[src/rtl/spi_flash_pkg.sv]
// Shared types and constants for the SPI flash READ (0x03) engine.
package spi_flash_pkg;

  typedef enum logic [2:0] {
    ST_IDLE,
    ST_CMD,
    ST_ADDR,
    ST_DATA,
    ST_GAP
  } state_t;

  localparam logic [7:0] SPI_CMD_READ = 8'h03;
  localparam int         CMD_BITS     = 8;
  localparam int         ADDR_BITS    = 24;
  localparam int         DATA_BITS    = 32;

  // Index of the final bit of each serial phase.
  function automatic logic [5:0] phase_last(input state_t s);
    case (s)
      ST_CMD:  phase_last = 6'(CMD_BITS - 1);
      ST_ADDR: phase_last = 6'(ADDR_BITS - 1);
      ST_DATA: phase_last = 6'(DATA_BITS - 1);
      default: phase_last = 6'd0;
    endcase
  endfunction

endpackage

[src/rtl/spi_clk_gen.sv]
// SPI mode-0 clock divider: low half then high half per bit, with rise/fall strobes
// asserted in the clk cycle whose closing edge moves spi_clk.
module spi_clk_gen #(
  parameter int CLK_DIV = 1
) (
  input  logic i_clk,
  input  logic i_rst,
  input  logic i_en,
  input  logic i_restart,
  output logic o_sclk,
  output logic o_rise,
  output logic o_fall
);

  localparam logic [7:0] DIV_LAST = 8'(CLK_DIV - 1);

  logic [7:0] r_div;
  logic       r_sclk;
  logic       w_term;

  assign w_term = (r_div == DIV_LAST);
  assign o_rise = i_en && !r_sclk && w_term;
  assign o_fall = i_en &&  r_sclk && w_term;
  assign o_sclk = r_sclk;

  always_ff @(posedge i_clk) begin
    if (i_rst || !i_en || i_restart) begin
      r_div  <= 8'd0;
      r_sclk <= 1'b0;
    end else if (w_term) begin
      r_div  <= 8'd0;
      r_sclk <= ~r_sclk;
    end else begin
      r_div  <= r_div + 8'd1;
    end
  end

endmodule

[src/rtl/spi_flash_reader.sv]
// Single-word SPI flash reader: READ command, 24-bit address, 32 data bits returned
// little-endian, then a minimum chip-select-high gap before the next request.
module spi_flash_reader
  import spi_flash_pkg::*;
#(
  parameter int CLK_DIV = 1,
  parameter int CSB_GAP = 2
) (
  input  logic        clk,
  input  logic        rst,
  input  logic        req_valid,
  output logic        req_ready,
  input  logic [23:0] req_addr,
  output logic        rsp_valid,
  output logic [31:0] rsp_data,
  output logic        spi_csb,
  output logic        spi_clk,
  output logic        spi_mosi,
  input  logic        spi_miso
);

  state_t                 r_state, w_next;
  logic [5:0]             r_bit_cnt;
  logic [3:0]             r_gap_cnt;
  logic [DATA_BITS-1:0]   r_shift;
  logic                   r_rsp_valid;
  logic [31:0]            r_rsp_data;

  logic w_active, w_rise, w_fall, w_last_bit, w_accept, w_chg, w_done;

  assign w_active   = (r_state == ST_CMD) || (r_state == ST_ADDR) || (r_state == ST_DATA);
  assign req_ready  = (r_state == ST_IDLE) && (r_gap_cnt == 4'd0);
  assign w_accept   = req_valid && req_ready;
  assign w_last_bit = w_fall && (r_bit_cnt == phase_last(r_state));
  assign w_done     = (r_state == ST_DATA) && w_last_bit;
  assign w_chg      = (w_next != r_state);

  spi_clk_gen #(.CLK_DIV(CLK_DIV)) u_clk_gen (
    .i_clk     (clk),
    .i_rst     (rst),
    .i_en      (w_active),
    .i_restart (w_chg),
    .o_sclk    (spi_clk),
    .o_rise    (w_rise),
    .o_fall    (w_fall)
  );

  always_ff @(posedge clk) begin
    if (rst) r_state <= ST_IDLE;
    else     r_state <= w_next;
  end

  always_comb begin
    w_next = r_state;
    case (r_state)
      ST_IDLE: if (w_accept)   w_next = ST_CMD;
      ST_CMD:  if (w_last_bit) w_next = ST_ADDR;
      ST_ADDR: if (w_last_bit) w_next = ST_DATA;
      ST_DATA: if (w_last_bit) w_next = ST_GAP;
      ST_GAP:  if (r_gap_cnt <= 4'd1) w_next = ST_IDLE;
      default: w_next = ST_IDLE;
    endcase
  end

  // One shift register serves both directions: command+address drain out of the
  // MSB on falling strobes, then data fills in at the LSB on rising strobes.
  always_ff @(posedge clk) begin
    if (rst) begin
      r_bit_cnt   <= 6'd0;
      r_gap_cnt   <= 4'(CSB_GAP);
      r_shift     <= '0;
      r_rsp_valid <= 1'b0;
      r_rsp_data  <= 32'd0;
    end else begin
      r_rsp_valid <= 1'b0;

      if (w_chg)       r_bit_cnt <= 6'd0;
      else if (w_fall) r_bit_cnt <= r_bit_cnt + 6'd1;

      if (w_done)                  r_gap_cnt <= 4'(CSB_GAP);
      else if (r_gap_cnt != 4'd0)  r_gap_cnt <= r_gap_cnt - 4'd1;

      if (w_accept)
        r_shift <= {SPI_CMD_READ, req_addr & 24'hFF_FFFC};
      else if (w_rise && r_state == ST_DATA)
        r_shift <= {r_shift[DATA_BITS-2:0], spi_miso};
      else if (w_fall && r_state != ST_DATA)
        r_shift <= {r_shift[DATA_BITS-2:0], 1'b0};

      // First byte on the wire lands in the top of the shifter; swap to little-endian.
      if (w_done) begin
        r_rsp_valid <= 1'b1;
        r_rsp_data  <= {r_shift[7:0], r_shift[15:8], r_shift[23:16], r_shift[31:24]};
      end
    end
  end

  assign spi_csb   = !w_active;
  assign spi_mosi  = ((r_state == ST_CMD) || (r_state == ST_ADDR)) && r_shift[DATA_BITS-1];
  assign rsp_valid = r_rsp_valid;
  assign rsp_data  = r_rsp_data;

endmodule

[config.mk]
export PLATFORM = sky130hd
export DESIGN_NAME = spi_flash_reader
export DESIGN_NICKNAME = d
export VERILOG_FILES = /design/src/rtl/spi_flash_pkg.sv /design/src/rtl/spi_clk_gen.sv /design/src/rtl/spi_flash_reader.sv
export SDC_FILE = /design/constraint.sdc
export NUM_CORES = 1
export LEC_CHECK = 0
export BUFFER_PORTS_ARGS = -buffer_cell sky130_fd_sc_hd__buf_4
export CAP_MARGIN = 10
export CORE_MARGIN = 10
export CORE_UTILIZATION = 50
export CTS_BUF_LIST = sky130_fd_sc_hd__clkbuf_16
export DETAILED_ROUTE_END_ITERATION = 7
export PLACE_DENSITY = 0.75
export RECOVER_POWER = 100
export SYNTH_ARGS = -nofsm -noshare
export SYNTH_HDL_FRONTEND = slang
export SYNTH_SLANG_ARGS = --single-unit
[constraint.sdc]
create_clock -name clk -period 2.21 [get_ports clk]
set_clock_uncertainty 0.1 [all_clocks]
set_input_delay 0.3315 -clock clk [delete_from_list [all_inputs] [get_ports clk]]
set_output_delay 0.3315 -clock clk [all_outputs]
set_load 0.05 [all_outputs]
==> run summary <==
full die area: 11,530 sq um
Flop pwr share: 43.9%
minimum clock period: 2193 ps
Setup violations, final: 0
relative slew slack: 55.88%
most frequent cells in the layout: dfxtp_1 (84), a21oi_1 (61), buf_4 (54), nand2_1 (40)
initial antenna violation count: 0
final net count: 544
Detail Placement HPWL: 6.858 mm
H-tree depth: 3
Int Pwr: 2.846 mW
Synth async-reset ratio: 0%
Pleak: 1.718 nW
post-route cell area: 4887 sq um
Antenna Violating Nets Remaining: 0
worst-margin pin slew: 661.8 ps
crit end category: flip-flop
RSZ-0062 raised after global routing: yes
Initial DRT Pass Iterations: 5
Vias per Instance: 5.857
Root Buffer: clkbuf_16
max_cap viols: 0
Ys Warns: 0
Die Y: 107.4 um
Initial Util: 52.06%
largest net degree at the start of global routing: 68
CP startpoint kind: flip-flop
vias in the first global route: 3,325
All-Layer GR Usage: 16.91%
CTS tree: built
CTS clock-pin slew for the worst setup and hold paths: 70 ps
RD Place Congestion: 0.7972
Pwr Density: 820.2 nW/um^2
Hold WC Path Type: in2reg
Filler Cells Inserted: 648
fin cells: 615
clock sinks: 87
Hold Slack: 175.7 ps
# DRC: 0
Top FF cell, synth: dfxtp_1
Synth Net Count: 474
layout cells sized above 1: 25.39%
WS Path Type: reg2reg
peak supply drop: 0.4563 mV
Post-Route WL: 10.13 mm
reg-to-reg slack, setup: 20 ps
worst skew pair latency: 340 ps
Cells after Synth: 441
Sw Share: 29.01%
wire per inst: 16.47 um
critical path arrival: 2370 ps
Hold Vio Cnt, Final: 0
# placed instances: 594
global-route wire length before repair: 16.26 mm
Die X: 107.4 um
Core ar.: 7331 sq um
worst hold path depth: 3
Final Slew Violations: 0
Psw: 1.163 mW
Rows: 31
placed inst area: 4573 sq um
Final Cycle Share: 99.24%
Max Root-Sink Buffers: 2
register area share after synthesis: 45.64%
# diodes: 0
mean area per synthesized cell: 8.653 sq um
Critical Path, Cell by Cell: inv_2, ha_4, or4b_4, nor4b_4, nand2_2, a2111o_1, a21oi_1
number of port buffers: 62
Peak Freq: 0.4560 GHz
slowest CP cell: or4b_4
vias: 3,602
FF-to-FF path depth: 7
status: complete, no violations
synthesized area: 3816 sq um
critical path data required time: 2380 ps
Post-synth EDFFs: 0
combinational power share: 17.7%
# IOs: 65
critical-path maximum fanout: 4
Synth Register Bits: 87
Layout area overhead: 28.07%
synth unique cells: 46
CP peak stage delay: 500 ps
final core occ: 66.67%
1st-iter DRT viols: 182
clock network fraction of total power: 38.4%
commonest non-fill, non-tap cell in the layout: dfxtp_1
cts bufs inserted: 9
Congestion Overflow GR: 0
[critical path, delay by kind of cell, from the launching register on]
kind | cells | cell delay (ps)
fa+ha+maj | 1 | 120
compound gates | 2 | 500
buf+inv | 1 | 60
flops | 1 | 320
simple gates | 3 | 1010
[per-layer routing]
metal / part of all wire [%] / track usage (%) / vias up
met5: 0 / 0 / -
met4: 2.1 / 6.870 / 0
met3: 7.2 / 4.491 / 19
met2: 48 / 27.01 / 116
met1: 43 / 21.13 / 1697
li1: - / - / 1770
[through the flow]
| step | setup TNS, ps | power, mW | setup WS, ps |
|---|---|---|---|
| CTS | -23.80 | 4.037 | -23.80 |
| global route | -224.9 | 4.185 | -50.21 |
| floorplan | -3458 | 2.243 | -119.8 |
| detailed placement | -463.4 | 2.498 | -51.82 |
| finish | 0 | 4.009 | 16.80 |
| global placement | -83.01 | 2.476 | -10.47 |
[power groups by stage]
stage / clock network, mW / registers (mW) / logic [mW]
floorplan: 0 / 1.77 / 0.475
global placement: 0 / 1.79 / 0.690
detailed placement: 0 / 1.79 / 0.707
CTS: 1.57 / 1.76 / 0.715
global route: 1.62 / 1.77 / 0.790
finish: 1.54 / 1.76 / 0.709
[final cells by class]
class | count | area, sq um | area share [%]
multi-input combinational | 306 | 2013 | 41.19
sequential | 87 | 1745 | 35.71
clock inverter | 7 | 80.08 | 1.639
inverter | 5 | 18.77 | 0.3840
clock buffer | 9 | 225.2 | 4.608
timing repair buffer | 102 | 680.7 | 13.93
tap | 99 | 123.9 | 2.535
[path summary, 6_finish.rpt]
kind | from | to
max | u_clk_gen.r_div[0] | r_bit_cnt[5]
max reg2reg | u_clk_gen.r_div[0] | r_bit_cnt[5]
min | req_addr[21] | r_shift[21]
min reg2reg | rsp_data[15] | rsp_data[15]
[Yosys cell counts, types with 4 or more instances]
library cell	n	area [sq um]
dfxtp_1	87	1742
a21oi_1	62	310.3
nand4_1	35	219.0
nor2_1	33	123.9
nor3_1	7	35.03
ha_1	5	62.56
o31ai_1	32	240.2
a22oi_1	15	112.6
nand2_1	40	150.1
xnor2_1	5	43.79
nand3_1	5	25.02
inv_1	5	18.77
and3_1	4	25.02
buf_2	9	45.04
o221a_2	8	90.09
nand2b_1	5	31.28
xor2_1	5	43.79
clkbuf_1	34	127.6
[logic make-up (layout without fill, tap and decap cells)]
| group | Yosys count | in the layout | synth area share (%) |
|---|---|---|---|
| muxes | 6 | 6 | 1.672 |
| and+or+nand+nor | 153 | 153 | 21.18 |
| buffers and inverters | 48 | 123 | 5.016 |
| xor gates and xnor gates | 10 | 10 | 2.295 |
| adders and majority gates | 5 | 5 | 1.639 |
| DFF | 87 | 87 | 45.64 |
| AOI/OAI and AO/OA | 132 | 132 | 22.56 |
[state kept, by name (all words and copies together), names as in the netlist]
register          count
r_bit_cnt             6
r_shift              32
rsp_data             32
r_gap_cnt             4
u_clk_gen.o_sclk      1
rsp_valid             1
r_state               3
u_clk_gen.r_div       8
[what timing repair did]
action,4_1_cts,5_1_grt
pin swaps,5,6
buffers inserted,2,1
hold buffers,0,0
cloned,0,2
resized for setup,9,22
endpoints found under the setup margin,19,50
Note: power is estimated with default switching activity, not from simulation.
